**config.mk**
```make
export PLATFORM = sky130hd
export DESIGN_NAME = apb_multi_timer
export DESIGN_NICKNAME = d
export VERILOG_FILES = /design/src/rtl/apb_multi_timer.sv
export SDC_FILE = /design/constraint.sdc
export NUM_CORES = 1
export LEC_CHECK = 0
export CORE_UTILIZATION = 50
export CTS_BUF_LIST = sky130_fd_sc_hd__clkbuf_8
export CTS_CLUSTER_SIZE = 10
export DETAILED_ROUTE_END_ITERATION = 6
export GPL_TIMING_DRIVEN = 0
export PLACE_DENSITY = 0.67
export REMOVE_ABC_BUFFERS = 1
export SLEW_MARGIN = 30
export SYNTH_ARGS = -nofsm -noshare
export SYNTH_HDL_FRONTEND = slang
export SYNTH_HIERARCHICAL = 1
export SYNTH_SLANG_ARGS = --single-unit
```
**constraint.sdc**
```tcl
create_clock -name PCLK -period 8 [get_ports PCLK]
set_input_delay 1.2 -clock PCLK [delete_from_list [all_inputs] [get_ports PCLK]]
set_output_delay 1.2 -clock PCLK [all_outputs]
set_load 0.05 [all_outputs]
```
**src/rtl/apb_multi_timer.sv**
```systemverilog
// NUM_CH-channel APB3 down-counter timer: per-channel load, power-of-two prescaler,
// periodic/one-shot mode and maskable interrupt, with global masked/raw status registers.

module apb_multi_timer_ch #(
  parameter int WIDTH = 32
) (
  input  logic             PCLK,
  input  logic             PRESET,
  input  logic             wr_load,
  input  logic             wr_ctrl,
  input  logic             wr_ris,
  input  logic [WIDTH-1:0] wdata_val,
  input  logic [3:0]       wdata_pre,
  input  logic [2:0]       wdata_ctl,
  output logic [WIDTH-1:0] load,
  output logic [WIDTH-1:0] value,
  output logic             en,
  output logic             inten,
  output logic             oneshot,
  output logic [3:0]       pre,
  output logic             raw_int
);

  logic [14:0] pcnt;
  logic [14:0] pre_mask;
  logic        tick_raw;
  logic        tick;
  logic        zero_tick;

  // 15-bit arithmetic makes PRE=15 wrap to a full 0x7FFF mask.
  assign pre_mask  = (15'd1 << pre) - 15'd1;
  assign tick_raw  = en & (pcnt == pre_mask);
  // A CTRL write that clears EN swallows a coincident tick.
  assign tick      = tick_raw & ~(wr_ctrl & ~wdata_ctl[0]);
  assign zero_tick = tick & (value == '0);

  always_ff @(posedge PCLK) begin
    if (PRESET) begin
      load    <= '0;
      value   <= '0;
      en      <= 1'b0;
      inten   <= 1'b0;
      oneshot <= 1'b0;
      pre     <= '0;
      raw_int <= 1'b0;
      pcnt    <= '0;
    end else begin
      if (wr_load) load <= wdata_val;

      if (wr_load || !en || tick_raw) pcnt <= '0;
      else                            pcnt <= pcnt + 15'd1;

      if (wr_load)                value <= wdata_val;
      else if (tick) begin
        if (value != '0)          value <= value - 1'b1;
        else if (!oneshot)        value <= load;
      end

      if (wr_ctrl) begin
        en      <= wdata_ctl[0];
        inten   <= wdata_ctl[1];
        oneshot <= wdata_ctl[2];
        pre     <= wdata_pre;
      end else if (zero_tick && oneshot) begin
        en      <= 1'b0;
      end

      // Setting on a zero tick wins over a concurrent clear.
      if (zero_tick)   raw_int <= 1'b1;
      else if (wr_ris) raw_int <= 1'b0;
    end
  end

endmodule

module apb_multi_timer #(
  parameter int NUM_CH     = 4,
  parameter int WIDTH      = 32,
  parameter bit INTACTIVEH = 1'b1
) (
  input  logic              PCLK,
  input  logic              PRESET,
  input  logic              PSEL,
  input  logic              PENABLE,
  input  logic              PWRITE,
  input  logic [7:2]        PADDR,
  input  logic [31:0]       PWDATA,
  output logic [31:0]       PRDATA,
  output logic              PREADY,
  output logic              PSLVERR,
  output logic [NUM_CH-1:0] TIMINT,
  output logic              TIMINT_ANY
);

  logic [NUM_CH-1:0][WIDTH-1:0] load_q;
  logic [NUM_CH-1:0][WIDTH-1:0] value_q;
  logic [NUM_CH-1:0][3:0]       pre_q;
  logic [NUM_CH-1:0]            en_q;
  logic [NUM_CH-1:0]            inten_q;
  logic [NUM_CH-1:0]            oneshot_q;
  logic [NUM_CH-1:0]            raw_q;
  logic [NUM_CH-1:0]            mis;
  logic                         wr_en;
  logic [2:0]                   ch_sel;
  logic [1:0]                   reg_sel;
  logic [31:0]                  rdata;

  assign wr_en   = PSEL & PENABLE & PWRITE;
  assign ch_sel  = PADDR[6:4];
  assign reg_sel = PADDR[3:2];

  for (genvar g = 0; g < NUM_CH; g++) begin : g_ch
    logic ch_wr;
    assign ch_wr = wr_en & ~PADDR[7] & (ch_sel == 3'(g));

    apb_multi_timer_ch #(.WIDTH(WIDTH)) u_ch (
      .PCLK      (PCLK),
      .PRESET    (PRESET),
      .wr_load   (ch_wr & (reg_sel == 2'd0)),
      .wr_ctrl   (ch_wr & (reg_sel == 2'd2)),
      .wr_ris    (ch_wr & (reg_sel == 2'd3)),
      .wdata_val (PWDATA[WIDTH-1:0]),
      .wdata_pre (PWDATA[11:8]),
      .wdata_ctl (PWDATA[2:0]),
      .load      (load_q[g]),
      .value     (value_q[g]),
      .en        (en_q[g]),
      .inten     (inten_q[g]),
      .oneshot   (oneshot_q[g]),
      .pre       (pre_q[g]),
      .raw_int   (raw_q[g])
    );
  end

  assign mis = raw_q & inten_q;

  always_comb begin
    rdata = '0;
    if (PSEL && !PWRITE) begin
      if (PADDR[7]) begin
        case (PADDR[6:2])
          5'd0:    rdata = 32'(mis);
          5'd1:    rdata = 32'(raw_q);
          default: rdata = '0;
        endcase
      end else begin
        for (int i = 0; i < NUM_CH; i++) begin
          if (ch_sel == 3'(i)) begin
            case (reg_sel)
              2'd0:    rdata = 32'(load_q[i]);
              2'd1:    rdata = 32'(value_q[i]);
              2'd2:    rdata = {20'b0, pre_q[i], 5'b0, oneshot_q[i], inten_q[i], en_q[i]};
              default: rdata = {31'b0, raw_q[i]};
            endcase
          end
        end
      end
    end
  end

  assign PRDATA     = rdata;
  assign PREADY     = 1'b1;
  assign PSLVERR    = 1'b0;
  assign TIMINT     = INTACTIVEH ? mis : ~mis;
  assign TIMINT_ANY = INTACTIVEH ? (|mis) : ~(|mis);

endmodule

```
Yosys cells after proc, flatten, opt, wreduce, memory -nomap -nowiden

Index checks and enable logic that the tools add are counted.

Bits in registers: 348
Output and inout bits: 39
Logic and storage cells: 198

$add $sub $neg: 12
Eq/ne operators: 15
Shift operators: 4
Mux-type cells: 43
Bitwise operators: 42
Reductions and logical operators: 50

Operators with widths:

| kind                                                | number |
|---|---|
| 2-to-1 mux 32 bit                                   | 22 |
| case mux 32 bit (3 select lines)                    | 4 |
| zero test 32 bit                                    | 4 |
| nonzero test 32 bit                                 | 4 |
| subtractor 32 x 1 -> 32 bit (second input constant) | 4 |
| adder 15 x 1 -> 15 bit (second input constant)      | 4 |
| == test 15 bit                                      | 4 |
| left shift 1 x 4 -> 15 bit (first input constant)   | 4 |
| subtractor 15 x 1 -> 15 bit (second input constant) | 4 |
| bitwise AND 1 bit                                   | 35 |
| nonzero test 2 bit                                  | 12 |
| 2-to-1 mux 1 bit                                    | 16 |
| != test 3 x 2 -> 1 bit (second input constant)      | 4 |
| logical OR 1 bit                                    | 8 |
| case mux 4 bit (2 select lines)                     | 1 |
| AND reduction 2 bit                                 | 4 |
| OR reduction 2 bit                                  | 4 |
| == test 3 x 2 -> 1 bit (second input constant)      | 2 |
| NOT 1 bit                                           | 6 |
| == test 5 x 1 -> 1 bit (second input constant)      | 1 |
| logical AND 1 bit                                   | 5 |
| zero test 1 bit                                     | 5 |
| zero test 5 bit                                     | 1 |
| bitwise AND 4 bit                                   | 1 |
| 6 further kinds                                     | 7 |

Longest topological paths before layout

Gate-level depths: netlist of the first run.

Depth after elaboration: 12
Mapped depth: 16
Depth with buffers taken out: 10

Cells and area by module

Netlist of the first run, hierarchy kept.

By module, submodules not included:

| module                                 | times used | cells an instance | area each (um^2) | seq. area each (um^2) |
|---|---|---|---|---|
| apb_multi_timer_ch at g_ch[2].u_ch ... | 2          | 635               | 5059.9           | 1741.7 |
| apb_multi_timer_ch at g_ch[0].u_ch     | 1          | 671               | 5302.6           | 1741.7 |
| apb_multi_timer_ch at g_ch[1].u_ch     | 1          | 635               | 5062.4           | 1741.7 |
| apb_multi_timer                        | 1          | 313               | 2747.6           | 0.0 |

Least setup slack after synthesis of the first run

OpenSTA, ideal clock, no wires.

Path kind: input to output
From: in PADDR[2] (netlist bit)
To: out PRDATA[1]
Arrival: 3239 ps
Slack: 3561 ps
Cell stages on the path: 7
Cell sequence: buf_6 buf_6 inv_1 buf_2 o22ai_1 a21o_1 o32ai_1

Cells in the longest elaborated chain, start to end: 8

RTL lines:

| what                                        | line | source |
|---|---|---|
| start, declared                             | 86   | `input logic [7:2] PADDR,` |
| == test 2 bit, or another cell as far along | 149  | `case (reg_sel)` |
| case mux 32 bit (3 select lines)            | 149  |  |
| 2-to-1 mux 32 bit (4 in a row)              | 148  | `if (ch_sel == 3'(i)) begin` |
| 2-to-1 mux 32 bit *                         | 140  | `if (PADDR[7]) begin` |
| 2-to-1 mux 32 bit *                         | 139  | `if (PSEL && !PWRITE) begin` |
| end, declared                               | 88   | `output logic [31:0] PRDATA,` |

Mark *: on every way between the ends. The rest lies on a longest branch, timed or not.

Worst setup path after layout of the first run

From: in PADDR[5] (netlist bit)
To: out PRDATA[12]

Cells in the longest elaborated chain, start to end: 7

RTL lines:

| what                           | line |
|---|---|
| zero test 3 bit                | 148 |
| 2-to-1 mux 32 bit (3 in a row) | 148 |
| 2-to-1 mux 32 bit *            | 148 |
| 2-to-1 mux 32 bit *            | 140 |
| 2-to-1 mux 32 bit *            | 139 |

Marks and branches as above.

==> impl_metrics.yaml, run 1 <==
status:
  status: "finished, final reports clean"
synth:
  synth-main-ff-cell: "dfxtp_1"
  yosys-top-cells-count: "nor2_1, dfxtp_1, nand2_1"
  ys_ff_latch: 348
  syn_area_um2: 23200
  synthMostInstantiatedCell: "nor2_1"
  synth_top_area_share_pct: 30.0
  synth_area_leaders: "dfxtp_1, nor2_1, mux2i_1, a211oi_1, mux4_2"
  synth_area_per_cell_um2: 8.04
  synth-async-reset-ratio_pct: 0
  yosysSeqAreaShare_pct: 30.0
  synth.largest_area_cell: "dfxtp_1"
  synth_edf_count: 0
  syn_inst: 2889
  ys_warn_count: 6
  ys_types: 90
placed_design:
  place_ws_ns: 1.65
  portBuffers: 79
  dpl.hpwl_um: 52200
  gp_congestion: 0.921
cts:
  cts_tree: "yes"
  cts.repair.resized: 0
  insertion_delay_ns: 0.65
  cts-root-buf: "clkbuf_8"
  cts_made_buffers: 68
  ctsHoldBuffers: 0
  clk_path_buf_depth: 3
  cts_setup_buffers: 0
  htreeDepth: 3
  clkSinkCount: 348
  clk_pin_slew_ns: 0.06
setup_path:
  reg2reg_depth: 12
  path_depth: 6
  crit_arrival_ns: 4.98
  r2r-start: "g_ch[0].u_ch/pre[3]$_SDFFE_PP0P_"
  r2r-end: "g_ch[0].u_ch/value[12]$_SDFFE_PP0P_"
  worstSetupEndpointType: "output pin"
  startpoint: "PADDR[5]"
  slowest_delay_ns: 0.90
  timing.critical_path.to: "PRDATA[12]"
  ff2ff_setup_slack_ns: 3.51
  crit_type: "input port to output pin"
  crit_chain: "clkdlybuf4s50_1 -> or3_4 -> nor2_4 -> a222oi_1 -> o22ai_1 -> clkdlybuf4s50_1"
  cp.required_ns: 6.80
  cp_common_cell: "clkdlybuf4s50_1"
  critPathLaunchType: "input port"
  crit_buf_inv: 2
  cp_max_fo: 21
  critPathTopFamily: "buffers and inverters"
  cp_slowest_cell: "clkdlybuf4s50_1"
timing:
  worst_pin_slew_ns: 1.05
  fmax_mhz: 162
  period_needed_ns: 6.18
  maxSlewHeadroom_pct: 29.7
  setup_violations: 0
  rsz0062_at_grt: "false"
  tns_ns: 0
  finalHoldViolations: 0
  worst_slack_ns: 1.82
  finalCritPeriodShare_pct: 77.3
  finalClockSkew_ns: 0.0290
  slew_violations: 0
run:
  drv_cap: 0
global_routing:
  grt.total_usage_pct: 32.1
  antenna_found_initial: 1
  grt_max_degree: 92
  grt_pass1_vias: 21200
  grt_pass1_wl_um: 120000
  overflow: 0
cells_and_area:
  antenna_cells: 0
  final_nets: 2865
  drive_gt1_share_pct: 10.1
  areaGrowthSynthToFinish_pct: 10.0
detailed_routing:
  dr.pass1.iters: 7
  dr_total_vias: 22700
  viasPerCell: 6.58
  drtIter0Drc: 2545
  wire_per_inst_um: 22.4
  ant_nets: 0
  postRouteWirelength_um: 77200
  drcViolationCount: 0
worst_hold_path:
  hold_path.class: "flip-flop to flip-flop"
die:
  core-area_um2: 45600
  top_level_ports: 82
  die_h_um: 218
  initial_core_util_pct: 51.0
  die_x_um: 218
  rows: 78
  die-area_um2: 47300
power:
  peakVddDrop_mv: 0.0958
  power_mw: 3.82
  leakage_nw: 8.53
  p_per_area_nw_per_um2: 150
-- per-layer routing --
| metal | routed length [um] | up-vias | global-route usage (%) |
|---|---|---|---|
| met3 | 6880 | 168 | 6.74 |
| li1 | - | 10500 | - |
| met1 | 33200 | 11100 | 43.5 |
| met2 | 34400 | 1043 | 48.5 |
| met5 | 0 | - | 0 |
| met4 | 2780 | 0 | 14.7 |
-- state kept, by name (all words and copies together) (netlist names) --
signal	flops
g_ch.u_ch/pre	16
g_ch.u_ch/load	128
g_ch.u_ch/raw_int	4
g_ch.u_ch/oneshot	4
g_ch.u_ch/value	128
g_ch.u_ch/en	4
g_ch.u_ch/inten	4
g_ch.u_ch/pcnt	60
-- per-stage QoR --
stage	util [%]	cell area, um^2	cells	hold slack (ns)
5_1_grt	56.1	25600	3455	0.498
2_1_floorplan	-	21900	2630	0.449
3_5_place_dp	53.1	24200	3336	0.475
4_1_cts	56.0	25500	3455	0.483
3_3_place_gp	51.5	23500	3309	0.467
6_report	56.1	25600	3455	0.487
-- worst min-delay path by stage --
stage,start,to,slack [ns],depth (start not counted)
floorplan,g_ch[3].u_ch/load[13]$_SDFFE_PP0P_,g_ch[3].u_ch/load[13]$_SDFFE_PP0P_,0.45,2
global placement,g_ch[2].u_ch/load[31]$_SDFFE_PP0P_,g_ch[2].u_ch/load[31]$_SDFFE_PP0P_,0.47,2
detailed placement,g_ch[2].u_ch/load[31]$_SDFFE_PP0P_,g_ch[2].u_ch/load[31]$_SDFFE_PP0P_,0.47,2
CTS,g_ch[2].u_ch/load[31]$_SDFFE_PP0P_,g_ch[2].u_ch/load[31]$_SDFFE_PP0P_,0.48,2
global route,g_ch[2].u_ch/load[31]$_SDFFE_PP0P_,g_ch[2].u_ch/load[31]$_SDFFE_PP0P_,0.50,2
finish,g_ch[0].u_ch/load[9]$_SDFFE_PP0P_,g_ch[0].u_ch/load[9]$_SDFFE_PP0P_,0.49,2
-- tightest hold or removal path, delay by kind of cell, from the launching register on --
family           cells  cell delay [ns]
flip-flops           1             0.32
AO/OA/AOI/OAI        1             0.06
AND/OR/NAND/NOR      1             0.07
-- layout by cell type, fill, tap and decap left out, drive strengths merged, types with 29 or more instances in the layout --
| cell | instances |
|---|---|
| clkbuf | 85 |
| mux2i | 158 |
| a31oi | 39 |
| inv | 132 |
| or4 | 45 |
| clkdlybuf4s50 | 75 |
| mux4 | 29 |
| nor2 | 432 |
| nor4 | 65 |
| dfxtp | 348 |
| nand2b | 50 |
| a211oi | 89 |
| buf | 31 |
| o31ai | 33 |
| nand3 | 74 |
| o21ai | 89 |
| xnor2 | 74 |
| mux2 | 58 |
| o22ai | 36 |
| xor2 | 35 |
| nand2 | 167 |
| o211ai | 59 |
| a21oi | 121 |
| nor3 | 106 |
| and3 | 32 |
-- power breakdown --
part,switching [mW],internal [mW],total [mW]
clock,0.812,0.952,1.76
sequential,0.00439,1.74,1.74
combinational,0.214,0.102,0.317
total,1.03,2.79,3.82
-- area by class of cell --
| cell class | count | area (um^2) |
|---|---|---|
| Clock buffer | 85 | 1170 |
| Clock inverter | 34 | 151 |
| Fill cell | 4149 | 20000 |
| Inverter | 105 | 394 |
| Multi-Input combinational cell | 2177 | 14700 |
| Sequential cell | 348 | 6970 |
| Tap cell | 600 | 751 |
| Timing Repair Buffer | 106 | 1420 |
-- cells by family after synthesis --
group / count (synthesis) / share of synthesized area (%)
AND/OR/NAND/NOR: 1146 / 25.1
AO/OA/AOI/OAI: 659 / 20.2
buffers and inverters: 364 / 7.30
flip-flops: 348 / 30.0
multiplexers: 245 / 12.4
XOR/XNOR: 109 / 4.11
adder cells (fa/ha/maj): 16 / 0.862
other: 2 / 0.0323
No activity file was read; power rests on OpenSTA's default activity.
==> run 2: changes to the inputs <==
clock period = 6.39 ns   (was 8 ns; I/O delays follow)
==> results of run 2 <==
Same layout as run 1 (identical final DEF). Status: finished, final reports clean.
Main changes from that run: setup slack after placement 1.65 ns -> 0.526 ns; setup slack after layout 1.82 ns -> 0.693 ns; register-to-register setup slack 3.51 ns -> 1.90 ns; total power 3.82 mW -> 4.78 mW; worst IR drop on VDD 0.0958 mV -> 0.120 mV
